`config.mk`:
```
export PLATFORM = sky130hd
export DESIGN_NAME = decoder_n_seq
export DESIGN_NICKNAME = d
export VERILOG_FILES = /design/src/rtl/decoder_pkg.sv /design/src/rtl/tick_prescaler.sv /design/src/rtl/decoder_n_seq.sv
export SDC_FILE = /design/constraint.sdc
export NUM_CORES = 1
export LEC_CHECK = 0
export ABC_AREA = 1
export CAP_MARGIN = 30
export CORE_AREA = 2 2 55 57
export DETAILED_ROUTE_END_ITERATION = 16
export DIE_AREA = 0 0 57 59
export PLACE_DENSITY = 0.72
export SLEW_MARGIN = 25
export SYNTH_ARGS = -nofsm -noshare
export SYNTH_HDL_FRONTEND = slang
export SYNTH_SLANG_ARGS = --single-unit
export TNS_END_PERCENT = 100
```
`constraint.sdc`:
```
create_clock -name clk -period 1.2 [get_ports clk]
set_input_delay 0.36 -clock clk [delete_from_list [all_inputs] [get_ports clk]]
set_output_delay 0.36 -clock clk [all_outputs]
set_load 0.01 [all_outputs]
```
`src/rtl/decoder_pkg.sv`:
```
// Shared mode codes and FSM state encoding for the sequenced one-hot decoder.
package decoder_pkg;

    localparam int unsigned MODE_W = 2;

    localparam logic [MODE_W-1:0] MODE_HOLD    = 2'b00;
    localparam logic [MODE_W-1:0] MODE_LOAD    = 2'b01;
    localparam logic [MODE_W-1:0] MODE_SCAN_UP = 2'b10;
    localparam logic [MODE_W-1:0] MODE_SCAN_DN = 2'b11;

    typedef enum logic {
        ST_IDLE = 1'b0,
        ST_RUN  = 1'b1
    } state_e;

endpackage

```
`src/rtl/tick_prescaler.sv`:
```
// Programmable prescaler: counts 0..div and flags the cycle where count equals div.
module tick_prescaler #(
    parameter int unsigned DIV_W = 8
) (
    input  logic             clk,
    input  logic             rst_n,
    input  logic             i_clr,
    input  logic             i_run,
    input  logic [DIV_W-1:0] i_div,
    output logic             o_tick_c
);

    logic [DIV_W-1:0] r_cnt;

    // Clear wins over counting so a clear cycle never produces a tick.
    assign o_tick_c = i_run && !i_clr && (r_cnt == i_div);

    // Count register: restart after each tick, wrap naturally at DIV_W bits.
    always_ff @(posedge clk or negedge rst_n) begin
        if (!rst_n) begin
            r_cnt <= '0;
        end else if (i_clr) begin
            r_cnt <= '0;
        end else if (i_run) begin
            if (o_tick_c) begin
                r_cnt <= '0;
            end else begin
                r_cnt <= r_cnt + DIV_W'(1);
            end
        end
    end

endmodule

```
`src/rtl/decoder_n_seq.sv`:
```
// Registered SEL_W-to-2**SEL_W one-hot decoder with load and up/down scan modes.
module decoder_n_seq
    import decoder_pkg::*;
#(
    parameter int unsigned SEL_W      = 2,
    parameter int unsigned DIV_W      = 8,
    parameter bit          ACTIVE_LOW = 1'b0
) (
    input  logic                    clk,
    input  logic                    rst_n,
    input  logic                    i_en,
    input  logic [MODE_W-1:0]       i_mode,
    input  logic [SEL_W-1:0]        i_sel_in,
    input  logic                    i_load_vld,
    output logic                    o_load_rdy,
    input  logic [DIV_W-1:0]        i_div,
    output logic [(2**SEL_W)-1:0]   o_d_out,
    output logic [SEL_W-1:0]        o_idx_out,
    output logic                    o_wrap
);

    localparam int unsigned NOUT = 2**SEL_W;
    localparam logic [NOUT-1:0] INACTIVE = {NOUT{ACTIVE_LOW}};

    state_e            r_state;
    logic [MODE_W-1:0] r_mode;
    logic [SEL_W-1:0]  r_idx;
    logic [NOUT-1:0]   r_d_out;
    logic              r_wrap;

    logic              w_run;
    logic              w_scan;
    logic              w_mode_chg;
    logic              w_presc_clr;
    logic              w_tick;
    logic              w_load;
    logic [SEL_W-1:0]  w_idx_nxt;
    logic              w_wrap_nxt;
    logic [NOUT-1:0]   w_onehot;

    assign w_run       = (r_state == ST_RUN);
    assign w_scan      = (i_mode == MODE_SCAN_UP) || (i_mode == MODE_SCAN_DN);
    assign w_mode_chg  = (i_mode != r_mode);
    // Prescaler only runs while scanning in RUN with a stable mode.
    assign w_presc_clr = !w_run || !w_scan || w_mode_chg;
    assign o_load_rdy  = w_run && (i_mode == MODE_LOAD);
    assign w_load      = o_load_rdy && i_load_vld;

    tick_prescaler #(
        .DIV_W (DIV_W)
    ) u_presc (
        .clk      (clk),
        .rst_n    (rst_n),
        .i_clr    (w_presc_clr),
        .i_run    (w_scan),
        .i_div    (i_div),
        .o_tick_c (w_tick)
    );

    // Next index: load takes sel_in, a tick steps modulo NOUT and flags wrap.
    always_comb begin
        w_idx_nxt  = r_idx;
        w_wrap_nxt = 1'b0;
        if (w_load) begin
            w_idx_nxt = i_sel_in;
        end else if (w_tick) begin
            if (i_mode == MODE_SCAN_UP) begin
                w_idx_nxt  = r_idx + SEL_W'(1);
                w_wrap_nxt = (r_idx == {SEL_W{1'b1}});
            end else begin
                w_idx_nxt  = r_idx - SEL_W'(1);
                w_wrap_nxt = (r_idx == {SEL_W{1'b0}});
            end
        end
    end

    assign w_onehot = NOUT'(1) << w_idx_nxt;

    // FSM with registered index, decoded output and wrap pulse.
    always_ff @(posedge clk or negedge rst_n) begin
        if (!rst_n) begin
            r_state <= ST_IDLE;
            r_mode  <= MODE_HOLD;
            r_idx   <= '0;
            r_d_out <= INACTIVE;
            r_wrap  <= 1'b0;
        end else begin
            r_mode <= i_mode;
            r_idx  <= w_idx_nxt;
            case (r_state)
                ST_IDLE: begin
                    r_wrap <= 1'b0;
                    if (i_en) begin
                        r_state <= ST_RUN;
                        r_d_out <= w_onehot ^ INACTIVE;
                    end else begin
                        r_d_out <= INACTIVE;
                    end
                end
                ST_RUN: begin
                    if (i_en) begin
                        r_d_out <= w_onehot ^ INACTIVE;
                        r_wrap  <= w_wrap_nxt;
                    end else begin
                        r_state <= ST_IDLE;
                        r_d_out <= INACTIVE;
                        r_wrap  <= 1'b0;
                    end
                end
                default: begin
                    r_state <= ST_IDLE;
                    r_d_out <= INACTIVE;
                    r_wrap  <= 1'b0;
                end
            endcase
        end
    end

    assign o_d_out   = r_d_out;
    assign o_idx_out = r_idx;
    assign o_wrap    = r_wrap;

endmodule
```
==> reports/qor.yml <==
status: "finished with violations"
violations: "negative setup slack"
vias_per_cell: 4.60
seq_area_frac_synth_pct: 37.9
slowest_delay_ns: 0.44
async_flop_share_pct: 100
clockRootBuffer: "clkbuf_4"
maxSlewViolCount: 0
synth-edff-count: 0
final_antenna_net_count: 0
min_period_ns: 1.39
placed_area_sq_um: 1640
r2r-end: "u_presc.r_cnt[4]"
rr_worst_depth: 10
timing.rr.start: "u_presc.r_cnt[0]"
rsz0062_at_grt: "yes"
ys_top_cells_by_count: "nand2_1, inv_1, dfrtp_1, nor2_1, nand3_1"
wl_per_cell_um: 11.0
fmax_mhz: 719
ys_warn_count: 0
cts_hold_buf: 0
setup_tns_ns: -2.38
setup_ws_ns: -0.190
worstPathArrival_ns: 1.64
netlist_instances: 161
clk_latency_ns: 0.31
stdcell_area_sq_um: 1750
drive_gt1_share_pct: 42.7
yosysMostFrequentCell: "nand2_1"
drt_wl_total_mm: 2.69
min_period_over_period_pct: 116
grt_max_degree: 19
ys_ff_latch: 18
hpwl_mm: 2.07
fp-row-count: 19
clock-sinks: 18
cts_tree: "built"
grt_pass1_vias: 1088
swShare_pct: 30.4
synth_cell_types: 24
cell_internal_pwr_mw: 1.03
worst_pin_slew_ns: 0.198
peakVddDrop_mv: 0.666
p_switching_uw: 451
power.total_mw: 1.49
port_buffers: 23
slowest_stage: "dfrtp_1"
finalHoldViolCount: 0
fin_util_pct: 64.5
synth_area_sq_um: 1190
start_util_pct: 43.9
synth_top_area_share_pct: 37.9
synthFlopType: "dfrtp_1"
post-route-drc-count: 0
gr-total-overflow: 0
min_path_type: "in -> reg"
hold_depth: 1
p_per_area_nw_per_um2: 850
combinationalPowerShare_pct: 28.8
die_w_um: 57
diodes: 0
cp-end-kind: "flip-flop"
grt_pass1_wl_mm: 4.52
first_iter_violations: 25
yosys-top-cells-area: "dfrtp_1, nand2_1, inv_1"
path_cells: "inv_2, nand2_2, nand2_2, nor2_4, nand3_2, nor2_4, nor3_4, buf_12, nand3b_1, inv_1"
startpoint_type: "flip-flop"
clockPowerShare_pct: 26.6
leakagePower_nw: 0.977
synth_fp_nets: 178
dieHeight_um: 59
cts-buffers-inserted: 3
cp_max_fo: 8
synth.largest_area_cell: "dfrtp_1"
coreArea_sq_um: 2710
pwr-share-seq_pct: 44.6
grtUsageTotal_pct: 17.3
maxCapViolCount: 0
hp-start: "i_mode[1]"
worst_hold_path.endpoint: "r_mode[1]"
routabilityCongestion: 0.851
rrSetupSlack_ns: -0.19
clk_pin_slew_worst_paths_ns: 0.11
slew-limit-headroom_pct: 86.7
route.vias.total: 1123
cts_buffer_depth: 2
fin_nets: 231
die_area_sq_um: 3360
pin_count: 24
first_pass_iters: 4
syn2layout_area_growth_pct: 47.1
cts_htree_levels: 1
fin_skew_ns: 0.00617
nFillCells: 237
crit_required_ns: 1.45
syn_avg_cell_area_sq_um: 7.38
criticalPathCategory: "reg -> reg"
report.final.setup_viol: 18
antenna_found_initial: 0
[through the flow]
stage	cells	setup WS, ns	hold slack [ns]
2_1_floorplan	161	-0.0611	0.0644
3_3_place_gp	237	-0.720	0.565
3_5_place_dp	237	-0.725	0.587
4_1_cts	243	-0.215	0.369
5_1_grt	244	-0.330	0.253
6_report	244	-0.190	0.247
[what timing repair did]
| action | 4_1_cts | 5_1_grt |
|---|---|---|
| gates resized for setup | 55 | 14 |
| pin swaps | 15 | 7 |
| endpoints found under the setup margin | 23 | 20 |
| buffers inserted | 2 | 1 |
[power groups by stage]
stage | logic, mW | clock network [mW] | registers, mW
after floorplan | 0.166 | 0 | 0.695
after global placement | 0.420 | 0 | 0.673
after detailed placement | 0.430 | 0 | 0.674
after CTS | 0.419 | 0.406 | 0.663
after global routing | 0.475 | 0.419 | 0.667
final | 0.428 | 0.395 | 0.663
[worst max path at each step]
stage                             to  depth (start not counted)             start
floorplan                 o_d_out[1]                         11  u_presc.r_cnt[3]
global placement          o_load_rdy                          4         i_mode[0]
detailed placement        o_load_rdy                          4         i_mode[0]
CTS                 u_presc.r_cnt[6]                         10  u_presc.r_cnt[0]
global route              o_d_out[0]                         11  u_presc.r_cnt[1]
finish              u_presc.r_cnt[4]                         10  u_presc.r_cnt[0]
[cells by family (layout without fill, tap and decap cells)]
group,Yosys count,in the layout,synth area share [%]
adder cells (fa/ha/maj),1,1,1.05
flip-flops,18,18,37.9
XOR/XNOR,4,4,3.58
AO/OA/AOI/OAI,3,3,1.26
AND/OR/NAND/NOR,102,102,45.2
buffers and inverters,33,85,11.1
[cell usage in the layout, fill, tap and decap left out, types with 2 or more instances in the layout]
cell and count:
buf_2 6, nor2_4 5, buf_12 2, buf_4 21
o21ai_0 2, or2_2 3, inv_2 8, nand2_2 17
nand2_1 37, nand2_4 2, nand4_1 2, nand3_4 2
clkbuf_4 3, clkdlybuf4s50_1 5, buf_6 5, inv_1 24
xor2_1 2, nor3_4 2, nand3_2 6, nand3_1 10
dfrtp_1 18, nor2_1 8, dlygate4sd2_1 8, nor2_2 6
[state kept, by name (all words and copies together), names as in the netlist]
register	count
u_presc.r_cnt	8
o_d_out	4
o_idx_out	2
r_mode	2
o_wrap	1
r_state	1
[per-layer routing]
layer  up-vias  part of all wire [%]  GRT usage, %
met2        12                    53          30.7
met3         5                   2.5          1.97
met1       515                    43          21.0
li1        591                     -             -
met5         -                     0             0
met4         0                   1.9          7.97
[final cells by class]
cell class	instances	area, sq um	area share [%]
clock buffers	4	36.3	2.08
inverters	32	120	6.87
multi-input cells	110	683	39.1
flip-flops and latches	18	450	25.8
well taps	31	38.8	2.22
repair buffers	49	419	24.0
[critical path: cells and delay by family, from the launching register on]
family	cells	cell delay [ns]
buffers and inverters	3	0.30
and+or+nand+nor	7	0.59
DFF	1	0.44
Note: power is estimated with default switching activity, not from simulation.
